===== config.mk =====
export PLATFORM = sky130hd
export DESIGN_NAME = fetch_pc_gen
export DESIGN_NICKNAME = d
export VERILOG_FILES = /design/src/rtl/fetch_pc_gen.sv
export SDC_FILE = /design/constraint.sdc
export NUM_CORES = 1
export LEC_CHECK = 0
export BUFFER_PORTS_ARGS = -buffer_cell sky130_fd_sc_hd__buf_2
export CAP_MARGIN = 20
export CORE_MARGIN = 2
export CORE_UTILIZATION = 58
export CTS_BUF_LIST = sky130_fd_sc_hd__clkbuf_2 sky130_fd_sc_hd__clkbuf_4 sky130_fd_sc_hd__clkbuf_8
export CTS_CLUSTER_DIAMETER = 50
export DETAILED_ROUTE_END_ITERATION = 7
export HOLD_SLACK_MARGIN = 0.08
export PLACE_DENSITY = 0.83
export SYNTH_ARGS = -nofsm -noshare
export SYNTH_HDL_FRONTEND = slang
export SYNTH_SLANG_ARGS = --single-unit

===== constraint.sdc =====
create_clock -name clk -period 2.1 [get_ports clk]
set_input_delay 0.21 -clock clk [delete_from_list [all_inputs] [get_ports clk]]
set_output_delay 0.21 -clock clk [all_outputs]
set_load 0.005 [all_outputs]

===== src/rtl/fetch_pc_gen.sv =====
// Program-counter generator with fetch lock: advances PC sequentially and freezes
// fetch on each control-flow instruction until the branch unit resolves its target.
module fetch_pc_gen #(
  parameter int                  PC_WIDTH  = 32,
  parameter logic [PC_WIDTH-1:0] RESET_PC  = '0,
  parameter int                  CNT_WIDTH = 16
) (
  input  logic                 clk,
  input  logic                 rst,
  input  logic                 pc_stall,
  input  logic                 fetch_valid,
  input  logic                 fetch_is_ctrl,
  input  logic                 bra_resolve_valid,
  input  logic                 bra_resolve_taken,
  input  logic [PC_WIDTH-1:0]  bra_resolve_target,
  output logic [PC_WIDTH-1:0]  pc,
  output logic                 pc_valid,
  output logic                 pc_locked,
  output logic [CNT_WIDTH-1:0] lock_cycles
);

  // state  | meaning
  // IDLE   | just out of reset, pc not yet live
  // RUN    | sequential fetch, pc advances on each unstalled fetch
  // LOCKED | control-flow instruction fetched, waiting for resolution
  typedef enum logic [1:0] {
    IDLE   = 2'b00,
    RUN    = 2'b01,
    LOCKED = 2'b10
  } state_t;

  localparam logic [PC_WIDTH-1:0] PC_STEP = PC_WIDTH'(4);

  state_t                state;
  state_t                state_next;
  logic [PC_WIDTH-1:0]   fallthrough;
  logic [PC_WIDTH-1:0]   fallthrough_next;
  logic [PC_WIDTH-1:0]   pc_next;
  logic [CNT_WIDTH-1:0]  lock_cycles_next;
  logic                  lock_entry;

  assign lock_entry = !pc_stall && fetch_valid && fetch_is_ctrl;

  always_ff @(posedge clk or negedge rst) begin
    if (!rst) begin
      state <= IDLE;
    end else begin
      state <= state_next;
    end
  end

  always_comb begin
    state_next = state;
    case (state)
      IDLE:    state_next = RUN;
      RUN:     if (lock_entry) state_next = LOCKED;
      LOCKED:  if (bra_resolve_valid) state_next = RUN;
      default: state_next = IDLE;
    endcase
  end

  always_comb begin
    pc_next          = pc;
    fallthrough_next = fallthrough;
    lock_cycles_next = lock_cycles;
    case (state)
      RUN: begin
        if (lock_entry) begin
          fallthrough_next = pc + PC_STEP;
        end else if (!pc_stall && fetch_valid) begin
          pc_next = pc + PC_STEP;
        end
      end
      LOCKED: begin
        if (lock_cycles != {CNT_WIDTH{1'b1}}) begin
          lock_cycles_next = lock_cycles + CNT_WIDTH'(1);
        end
        if (bra_resolve_valid) begin
          pc_next = bra_resolve_taken ? {bra_resolve_target[PC_WIDTH-1:2], 2'b00} : fallthrough;
        end
      end
      default: ;
    endcase
  end

  // Flags are derived from the next state so they line up with the state register.
  always_ff @(posedge clk or negedge rst) begin
    if (!rst) begin
      pc          <= RESET_PC;
      pc_valid    <= 1'b0;
      pc_locked   <= 1'b0;
      lock_cycles <= '0;
      fallthrough <= '0;
    end else begin
      pc          <= pc_next;
      pc_valid    <= (state_next == RUN);
      pc_locked   <= (state_next == LOCKED);
      lock_cycles <= lock_cycles_next;
      fallthrough <= fallthrough_next;
    end
  end

endmodule


==> out/results.tsv, run 1 <==
stage	metric	value	unit
status	status	finished clean	
clocking	Root Buffer	clkbuf_8	
run	maximum capacitance violations	0	
synth	Area contributors post-synth	dfrtp_1 (45%), nand2_1 (5.0%), xnor2_1 (4.5%)	
critical_path	Setup CP Type	flop to flop	
route	WL final	11860	um
synth	asr flop ratio synth	100.0	%
floorplanning	Ports	89	
synth	Post-synth top flop	dfrtp_1	
route	TritonRoute pass-1 iters	5	
synth	EDFF count, synth	0	
clocking	post-CTS setup buffers	0	
synth	top cell type's share of synthesized area	44.88	%
timing	Setup TNS Final	0	ps
synth	Syn Area/Cell	9.366	um2
worst_hold_path	HP Class	input port to flop	
critical_path	crit path from	pc[4]$_DFFE_PN0P_	
critical_path	Crit Path Max Fanout	9	
clocking	TritonCTS buffer count	9	
final_layout	layout cells sized above 1	26.18	%
timing	RSZ-0062 raised after global routing	false	
critical_path	Crit path largest cell delay	610	ps
critical_path	worst path arrival time	2220	ps
clocking	CTS tree	done	
timing	Final Hold Viols	0	
global_routing	GR Util All Layers	28.35	%
global_routing	number of global-route vias before repair	4130	
floorplanning	die height	93.86	um
route	Via Count	4207	
clocking	Clock Latency Late Sink	380	ps
place	DP Worst Slack	121.6	ps
synth	commonest cells in the netlist	dfrtp_1 (84), nand2_1 (62), o21ai_0 (41), a21oi_1 (28), xnor2_1 (24)	
place	Post-DP HPWL	8164	um
final_layout	Area growth, synth to finish	19.08	%
global_routing	global route overflow	0	
synth	Synth area leader	dfrtp_1	
timing	setup violators final	0	
final_layout	n_diodes	0	
critical_path	reg-to-reg startpoint	pc[4]$_DFFE_PN0P_	
route	wire length per cell	17.09	um
critical_path	R2R Setup Slk	130	ps
global_routing	pin count of the biggest net entering global routing	45	
synth	Synthesis Warnings	0	
global_routing	first-pass GRT wire length	19630	um
power	Switching Fraction	30.51	%
timing	Worst-Margin Slew	442.0	ps
floorplanning	Core ar.	7767	um2
power	Leak	2.474	nW
power	PwrDens	753.2	nW/um2
floorplanning	chip width	93.86	um
timing	clock skew	15.71	ps
global_routing	antenna violations before repair	0	
clocking	clock slew at reported path FFs	90	ps
route	DRC	0	
timing	crit share post-route	93.98	%
power	clock power share	32.1	%
place	routability congestion estimate from global placement	0.8426	
floorplanning	DIE AREA	8810	um2
final_layout	Layout Nets	628	
critical_path	CP bufs+invs	0	
route	vias per cell	6.062	
critical_path	Cell Chain, Critical Path	and4_1 -> nand2_1 -> or4_4 -> xor2_1 -> o21ai_1	
route	Post-DRT Antenna Nets	0	
clocking	H-tree depth	3	
synth	Yosys cell types	52	
synth	register area share after synthesis	44.88	%
timing	fmax	0.5067	GHz
place	I/O Buffers	86	
power	sequential power share	48.4	%
critical_path	CP delay by family, top	simple AND/OR/NAND/NOR gates	
floorplanning	Cell Rows	32	
synth	#FFs+latches synth	84	
critical_path	WP data required	2340	ps
timing	final worst slack	126.4	ps
clocking	Max clock buf depth	2	
power	Int Power	0.002919	W
synth	Mapped Cells	500	
power	switching power total	0.001282	W
timing	Final Max Slew Viols	0	
floorplanning	initial core utilization	60.29	%
route	initial DRC count	227	
critical_path	slowest cell on the critical path	or4_4	
power	Comb pwr share	19.5	%
final_layout	fillcell total	591	
critical_path	Worst Setup End Kind	flop	
power	Peak VDD IR	0.4203	mV
clocking	clock sinks	84	
timing	max_slew headroom	70.30	%
synth	Syn Nets	541	
synth	Cell Area, Synth	4683	um2
timing	Tmin final	1974	ps
critical_path	startpoint class of the critical path	flop	
worst_hold_path	hold path start	bra_resolve_valid	
synth	most common cell in the synthesized netlist	dfrtp_1	
-- registers in the layout, indices dropped and copies added (netlist names) --
register	cells
fallthrough	32
pc	32
lock_cycles	16
state	2
pc_locked	1
pc_valid	1
-- layout by cell type, fill, tap and decap left out, drive strengths merged, types with 2 or more instances in the layout --
master	synthesis	layout
xor2	17	17
a2bb2oi	9	9
a311oi	5	5
nor2b	10	10
o22a	5	5
or2	3	3
nand4	16	16
a31oi	7	7
o31ai	3	3
dfrtp	84	84
and4	8	8
nor4	8	8
nor2	17	17
nor3	14	14
nand2b	4	4
a211oi	8	8
buf	11	110
a21oi	28	28
xnor2	24	24
mux2i	9	9
clkinv	0	2
nand2	62	62
o21a	2	2
nand3	21	21
and2	5	5
mux2	16	16
or3	2	2
inv	7	10
ha	2	2
o22ai	12	12
and3	2	2
o21ai	44	44
bufinv	0	2
clkbuf	24	9
-- power by group through the flow --
| stage | Clock (W) | Combinational [W] | Sequential [W] |
|---|---|---|---|
| floorplan | 0 | 0.000473 | 0.00202 |
| global placement | 0 | 0.000786 | 0.00203 |
| detailed placement | 0 | 0.000816 | 0.00206 |
| CTS | 0.00136 | 0.000823 | 0.00203 |
| global route | 0.00143 | 0.000914 | 0.00206 |
| finish | 0.00135 | 0.000817 | 0.00203 |
-- final cells by class --
| cell class | count | area, um2 | share of cell area, % |
|---|---|---|---|
| flip-flops and latches | 84 | 2102 | 37.69 |
| repair buffers | 111 | 660.6 | 11.85 |
| clock inverters | 7 | 103.9 | 1.862 |
| well taps | 102 | 127.6 | 2.289 |
| clock buffers | 9 | 123.9 | 2.221 |
| multi-input cells | 374 | 2432 | 43.62 |
| inverters | 7 | 26.28 | 0.4712 |
-- cells by family after synthesis --
group,synth area share (%)
mux,5.771
flops,44.88
buf+inv,3.660
xor+xnor,7.668
fa+ha+maj,0.5342
compound gates,17.02
simple gates,20.46
-- per-stage QoR --
| step | cells | total power (W) | hold slack [ps] | util [%] | area [um2] |
|---|---|---|---|---|---|
| CTS | 694 | 0.004213 | 95.33 | 71.59 | 5560 |
| finish | 694 | 0.004200 | 111.0 | 71.79 | 5577 |
| detailed placement | 677 | 0.002874 | 99.52 | 68.52 | 5323 |
| global placement | 677 | 0.002821 | 99.95 | 68.52 | 5323 |
| floorplan | 500 | 0.002495 | -85.59 | - | 4683 |
| global route | 694 | 0.004404 | 106.6 | 71.79 | 5577 |
-- what timing repair did --
action	in CTS	in global routing
endpoints found under the hold margin	84	0
hold buffers	1	0
setup endpoints to repair	0	3
resized for setup	0	3
-- path summary, 6_finish.rpt --
kind,depth (start not counted),end
min in group asynchronous,2,lock_cycles[9]$_DFFE_PN0P_
worst max register to register,5,fallthrough[25]$_DFFE_PN0P_
worst min register to register,2,fallthrough[20]$_DFFE_PN0P_
max in group asynchronous,3,pc[4]$_DFFE_PN0P_
worst min-delay path,2,state[1]$_DFF_PN0_
worst max-delay path,5,fallthrough[25]$_DFFE_PN0P_
-- layer usage --
| metal | part of all wire [%] | global-route usage (%) |
|---|---|---|
| met1 | 44 | 37.64 |
| met3 | 5.2 | 5.217 |
| met2 | 49 | 46.25 |
| met5 | 0 | 0 |
| met4 | 2.0 | 11.11 |
Note: power is estimated with default switching activity, not from simulation.
==> inputs of run 2 (changes only) <==
- CORE_UTILIZATION: 58 -> 56
- CTS_BUF_LIST: sky130_fd_sc_hd__clkbuf_2 sky130_fd_sc_hd__clkbuf_4 sky130_fd_sc_hd__clkbuf_8 -> unset
- PLACE_DENSITY: 0.83 -> 0.81
==> run 2 against run 1 <==
Sequential share of layout area is 0.084 points lower. Worst setup slack worse by 2.1 ps. Sequential cell count stayed put. Count of clock-buffer cells in the layout stayed put. Design area is 0.22% higher. Wire length is 0.86% higher. Register-to-register slack hardly changed. Maximum frequency is 0.11% lower. Sequential power hardly changed.
==> out/results.tsv, run 2 (synthesis results as in run 1) <==
stage	metric	value	unit
final_layout	commonest non-fill, non-tap cell in the layout	buf_2	
final_layout	n_diodes	0	
route	WL final	11960	um
global_routing	GR Util All Layers	27.88	%
timing	RSZ-0062 raised after global routing	true	
critical_path	worst path arrival time	2230	ps
clocking	clock slew at reported path FFs	100	ps
timing	crit share post-route	94.08	%
critical_path	Critical Path End	pc[29]$_DFFE_PN0P_	
timing	clock skew	13.79	ps
final_layout	Layout Nets	628	
floorplanning	DIE AREA	9111	um2
final_layout	fin area	5589	um2
floorplanning	chip width	95.45	um
timing	final worst slack	124.3	ps
timing	Final Hold Viols	0	
global_routing	grt met2 use	45.25	%
clocking	TritonCTS buffer count	9	
status	status	finished clean	
place	I/O Buffers	86	
place	Placed Instance Area	5339	um2
route	initial DRC count	316	
global_routing	pin count of the biggest net entering global routing	43	
final_layout	Area growth, synth to finish	19.34	%
global_routing	number of global-route vias before repair	4070	
floorplanning	die height	95.45	um
critical_path	Crit Path Max Fanout	8	
clocking	Root Buffer	clkbuf_8	
timing	Tmin final	1976	ps
critical_path	CP bufs+invs	0	
critical_path	FF-to-FF End	pc[29]$_DFFE_PN0P_	
worst_hold_path	HP Class	input port to flop	
timing	fmax	0.5062	GHz
critical_path	startpoint class of the critical path	flop	
route	TritonRoute pass-1 iters	5	
global_routing	GR met1 Demand/Resource	37.14	%
timing	WHS	102.8	ps
critical_path	CP delay by family, top	simple AND/OR/NAND/NOR gates	
route	DRC	0	
critical_path	Setup CP Type	flop to flop	
timing	Worst-Margin Slew	597.7	ps
final_layout	most frequent cells in the layout	buf_2 (85), dfrtp_1 (84), nand2_1 (62)	
global_routing	antenna violations before repair	0	
route	Via Count	4242	
critical_path	crit path from	pc[5]$_DFFE_PN0P_	
global_routing	met3 GRT Util	5.455	%
global_routing	first-pass GRT wire length	19670	um
timing	Final Max Slew Viols	0	
power	Peak VDD IR	0.4321	mV
clocking	CTS tree	done	
place	Post-DP HPWL	8188	um
floorplanning	Core ar.	8175	um2
final_layout	Reg area	2102	um2
final_layout	fillcell total	671	
place	Placed Instances	680	
critical_path	Worst Setup End Kind	flop	
critical_path	critical path depth	5	
global_routing	busiest grt layer	met2	
clocking	post-CTS setup buffers	0	
place	DP Worst Slack	108.8	ps
final_layout	layout cells sized above 1	26.18	%
run	maximum capacitance violations	0	
critical_path	R2R Setup Slk	120	ps
global_routing	global route overflow	0	
critical_path	Cell Chain, Critical Path	and4_1 -> nand2_1 -> nor4_4 -> o21ai_0 -> a221o_1	
clocking	Clock Latency Late Sink	360	ps
critical_path	R2R depth	5	
timing	setup violators final	0	
critical_path	Crit path largest cell delay	480	ps
critical_path	WP data required	2360	ps
floorplanning	initial core utilization	57.28	%
timing	max_slew headroom	59.12	%
floorplanning	Cell Rows	33	
floorplanning	Ports	89	
power	Leak	2.475	nW
power	PwrDens	745.4	nW/um2
final_layout	Cell Count, Final, Fillers Out	697	
clocking	H-tree depth	3	
route	wire length per cell	17.16	um
final_layout	biggest regs	fallthrough: 32 flops, pc: 32 flops, lock_cycles: 16 flops	
critical_path	reg-to-reg startpoint	pc[5]$_DFFE_PN0P_	
critical_path	slowest cell on the critical path	dfrtp_1	
place	routability congestion estimate from global placement	0.8174	
route	vias per cell	6.086	
clocking	clock sinks	84	
clocking	Max clock buf depth	2	
route	Post-DRT Antenna Nets	0	
final_layout	Multi-input gate area	2434	um2
[run 2: cell type report]
cell class	count	area share, %
tap	105	2.351
clock buffer	9	2.216
multi-input combinational	374	43.54
timing repair buffer	111	12.04
sequential	84	37.61
inverter	7	0.4701
clock inverter	7	1.769
[run 2: timing repair]
action                                  4_1_cts  5_1_grt
endpoints found under the hold margin        61        0
hold buffers                                  1        0
resized for setup                             0        3
endpoints found under the setup margin        0        5
[run 2: routing by layer]
layer	part of all wire (%)	up-vias
met1	43	2066
met3	5.4	24
li1	-	1996
met2	49	156
met4	2.4	0
met5	0	-
[run 2: worst reg2reg max path: cells and delay by family, from the launching register on]
kind / cells / cell delay (ps)
and+or+nand+nor: 3 / 960
AOI/OAI and AO/OA: 2 / 430
DFF: 1 / 480
[run 2: report_power, final]
part / leakage [nW] / switching (W) / internal [W]
Sequential: 1.12 / 0.000210 / 0.00182
Clock: 0.110 / 0.000635 / 0.000676
Combinational: 1.24 / 0.000412 / 0.000415
[run 2: worst min path at each step]
| stage | start | cells past startpoint | end |
|---|---|---|---|
| 4_1_cts | bra_resolve_valid | 2 | state[1]$_DFF_PN0_ |
| 3_5_place_dp | rst | 1 | fallthrough[9]$_DFFE_PN0P_ |
| 5_1_grt | bra_resolve_valid | 2 | state[1]$_DFF_PN0_ |
| 6_report | bra_resolve_valid | 2 | state[1]$_DFF_PN0_ |
| 2_1_floorplan | rst | 0 | fallthrough[0]$_DFFE_PN0P_ |
| 3_3_place_gp | rst | 1 | fallthrough[8]$_DFFE_PN0P_ |
[run 2: per-stage QoR]
stage               power [W]  util (%)  TNS, ps
detailed placement   0.002877     65.30        0
floorplan            0.002495         -        0
CTS                  0.004177     68.15        0
global route         0.004399     68.37   -15.30
global placement     0.002825     65.30        0
finish               0.004166     68.37        0
==> inputs of run 3 (changes only) <==
- CORE_UTILIZATION: 56 -> 50
- PLACE_DENSITY: 0.81 -> 0.76
- clock period: 2.1 -> 1.6 ns (I/O delays scaled with it)
==> run 3 against run 2 <==
The run now ends with negative setup slack left. Sequential share of layout area down 7.9 points. Sequential cell count is the same. Register-to-register slack worse by 350 ps. Total power grew 46%. Combinational power rose by 110%. Hold slack improved by 79 ps. Count of clock-buffer cells in the layout is the same. Worst setup slack got worse by 350 ps. Core utilization increased by 9.2 points. Non-clock buffer count rose by 96. Wire length increased by 35%. Clock power rose by 32%. Critical endpoint is now fallthrough[30]$_DFFE_PN0P_.
==> out/results.tsv, run 3 (synthesis results as in run 1) <==
stage	metric	value	unit
floorplanning	Ports	89	
final_layout	fin area	7099	um2
clocking	Clock Latency Late Sink	380	ps
route	wire length per cell	20.23	um
global_routing	antenna violations before repair	0	
route	Via Count	4926	
clocking	clock slew at reported path FFs	100	ps
timing	clock skew	14.50	ps
timing	RSZ-0062 raised after global routing	true	
power	Leak	3.244	nW
place	Post-DP HPWL	8994	um
power	Power, Total	0.006071	W
critical_path	slowest cell on the critical path	dfrtp_1	
final_layout	Layout Nets	724	
timing	crit share post-route	114.4	%
final_layout	commonest non-fill, non-tap cell in the layout	buf_2	
place	Placed Instance Area	5863	um2
floorplanning	die height	100.8	um
route	WL final	16160	um
global_routing	GR Util All Layers	26.83	%
timing	Tmin final	1831	ps
final_layout	biggest regs	fallthrough: 32 flops, pc: 32 flops, lock_cycles: 16 flops	
critical_path	most frequent CP cell	buf_4	
place	routability congestion estimate from global placement	0.8277	
power	PwrDens	855.1	nW/um2
worst_hold_path	HP Class	input port to async pin	
final_layout	n_diodes	0	
final_layout	Area growth, synth to finish	51.59	%
critical_path	CP delay by family, top	simple AND/OR/NAND/NOR gates	
critical_path	critical path depth	8	
final_layout	most frequent cells in the layout	buf_2 (85), buf_4 (84), dfrtp_1 (80)	
floorplanning	Core ar.	9153	um2
critical_path	Worst Setup End Kind	flop	
critical_path	Crit Path Max Fanout	4	
floorplanning	Cell Rows	35	
timing	Worst-Margin Slew	412.8	ps
global_routing	met3 GRT Util	5.548	%
critical_path	startpoint class of the critical path	flop	
timing	fmax	0.5463	GHz
route	TritonRoute pass-1 iters	5	
clocking	clock sinks	84	
critical_path	Setup CP Type	flop to flop	
critical_path	Cell Chain, Critical Path	and2_2 -> buf_4 -> nand4_1 -> buf_6 -> nor4_4 -> buf_4 -> xnor2_1 -> o21ai_1	
clocking	CTS tree	done	
timing	max_slew headroom	72.41	%
route	Post-DRT Antenna Nets	0	
run	maximum capacitance violations	0	
global_routing	first-pass GRT wire length	21450	um
global_routing	number of global-route vias before repair	4490	
floorplanning	chip width	100.8	um
timing	Setup TNS Final	-3428	ps
status	status	finished, violations left	
timing	Final Hold Viols	0	
floorplanning	DIE AREA	10160	um2
critical_path	Crit path largest cell delay	390	ps
place	I/O Buffers	86	
final_layout	Cell Count, Final, Fillers Out	799	
clocking	Max clock buf depth	2	
timing	setup violators final	38	
place	Placed Instances	741	
power	Peak VDD IR	0.6225	mV
global_routing	GR met1 Demand/Resource	34.11	%
route	DRC	0	
global_routing	global route overflow	0	
clocking	TritonCTS buffer count	9	
critical_path	WP data required	1860	ps
critical_path	CP bufs+invs	3	
floorplanning	initial core utilization	51.17	%
global_routing	grt met2 use	44.51	%
clocking	Root Buffer	clkbuf_8	
route	vias per cell	6.165	
status	violated checks	negative setup slack	
global_routing	pin count of the biggest net entering global routing	44	
timing	Final Max Slew Viols	0	
final_layout	layout cells sized above 1	48.40	%
timing	final worst slack	-230.5	ps
critical_path	R2R depth	8	
global_routing	busiest grt layer	met2	
route	initial DRC count	435	
clocking	H-tree depth	3	
critical_path	worst path arrival time	2090	ps
## run 3: cell type report
type | count | area [um2]
Inverter | 7 | 26.28
Clock buffer | 9 | 123.9
Sequential cell | 84 | 2107
Tap cell | 111 | 138.9
Multi-Input combinational cell | 374 | 2992
Fill cell | 516 | 2053
Timing Repair Buffer | 207 | 1620
Clock inverter | 7 | 91.34
## run 3: layer usage
layer	up-vias	wire length, um
met2	274	8128
li1	2180	-
met3	62	1203
met5	-	0
met1	2410	6140
met4	0	688
## run 3: timing repair
action / CTS / global route
endpoints found under the hold margin: 86 / 0
pin swaps: 10 / 47
hold buffers: 2 / 0
setup endpoints to repair: 42 / 56
cloned: 0 / 3
buffers inserted: 7 / 30
gates resized for setup: 50 / 99
## run 3: path summary, 6_finish.rpt
check / startpoint / end / slack (ps)
setup / recovery: pc[17]$_DFFE_PN0P_ / fallthrough[30]$_DFFE_PN0P_ / -230
hold / removal: rst / fallthrough[8]$_DFFE_PN0P_ / 180
setup reg to reg: pc[17]$_DFFE_PN0P_ / fallthrough[30]$_DFFE_PN0P_ / -230
hold reg to reg: fallthrough[12]$_DFFE_PN0P_ / fallthrough[12]$_DFFE_PN0P_ / 490
max in group asynchronous: rst / state[0]$_DFF_PN0_ / 760
min in group clk: fetch_valid / state[0]$_DFF_PN0_ / 180
## run 3: stage by stage
stage	utilization (%)	hold slack (ps)	setup slack (ps)
final	77.57	181.6	-230.5
after global routing	77.57	204.2	-287.2
after CTS	69.26	175.5	-125.4
after detailed placement	64.06	51.66	-155.2
after global placement	64.06	48.93	-98.80
after floorplan	-	-135.6	-108.3
## run 3: power by group
part | switching [W] | total [W] | leakage, nW | internal (W)
Combinational | 0.000870 | 0.00176 | 2.02 | 0.000891
Sequential | 0.000191 | 0.00258 | 1.12 | 0.00239
Clock | 0.000852 | 0.00173 | 0.109 | 0.000874
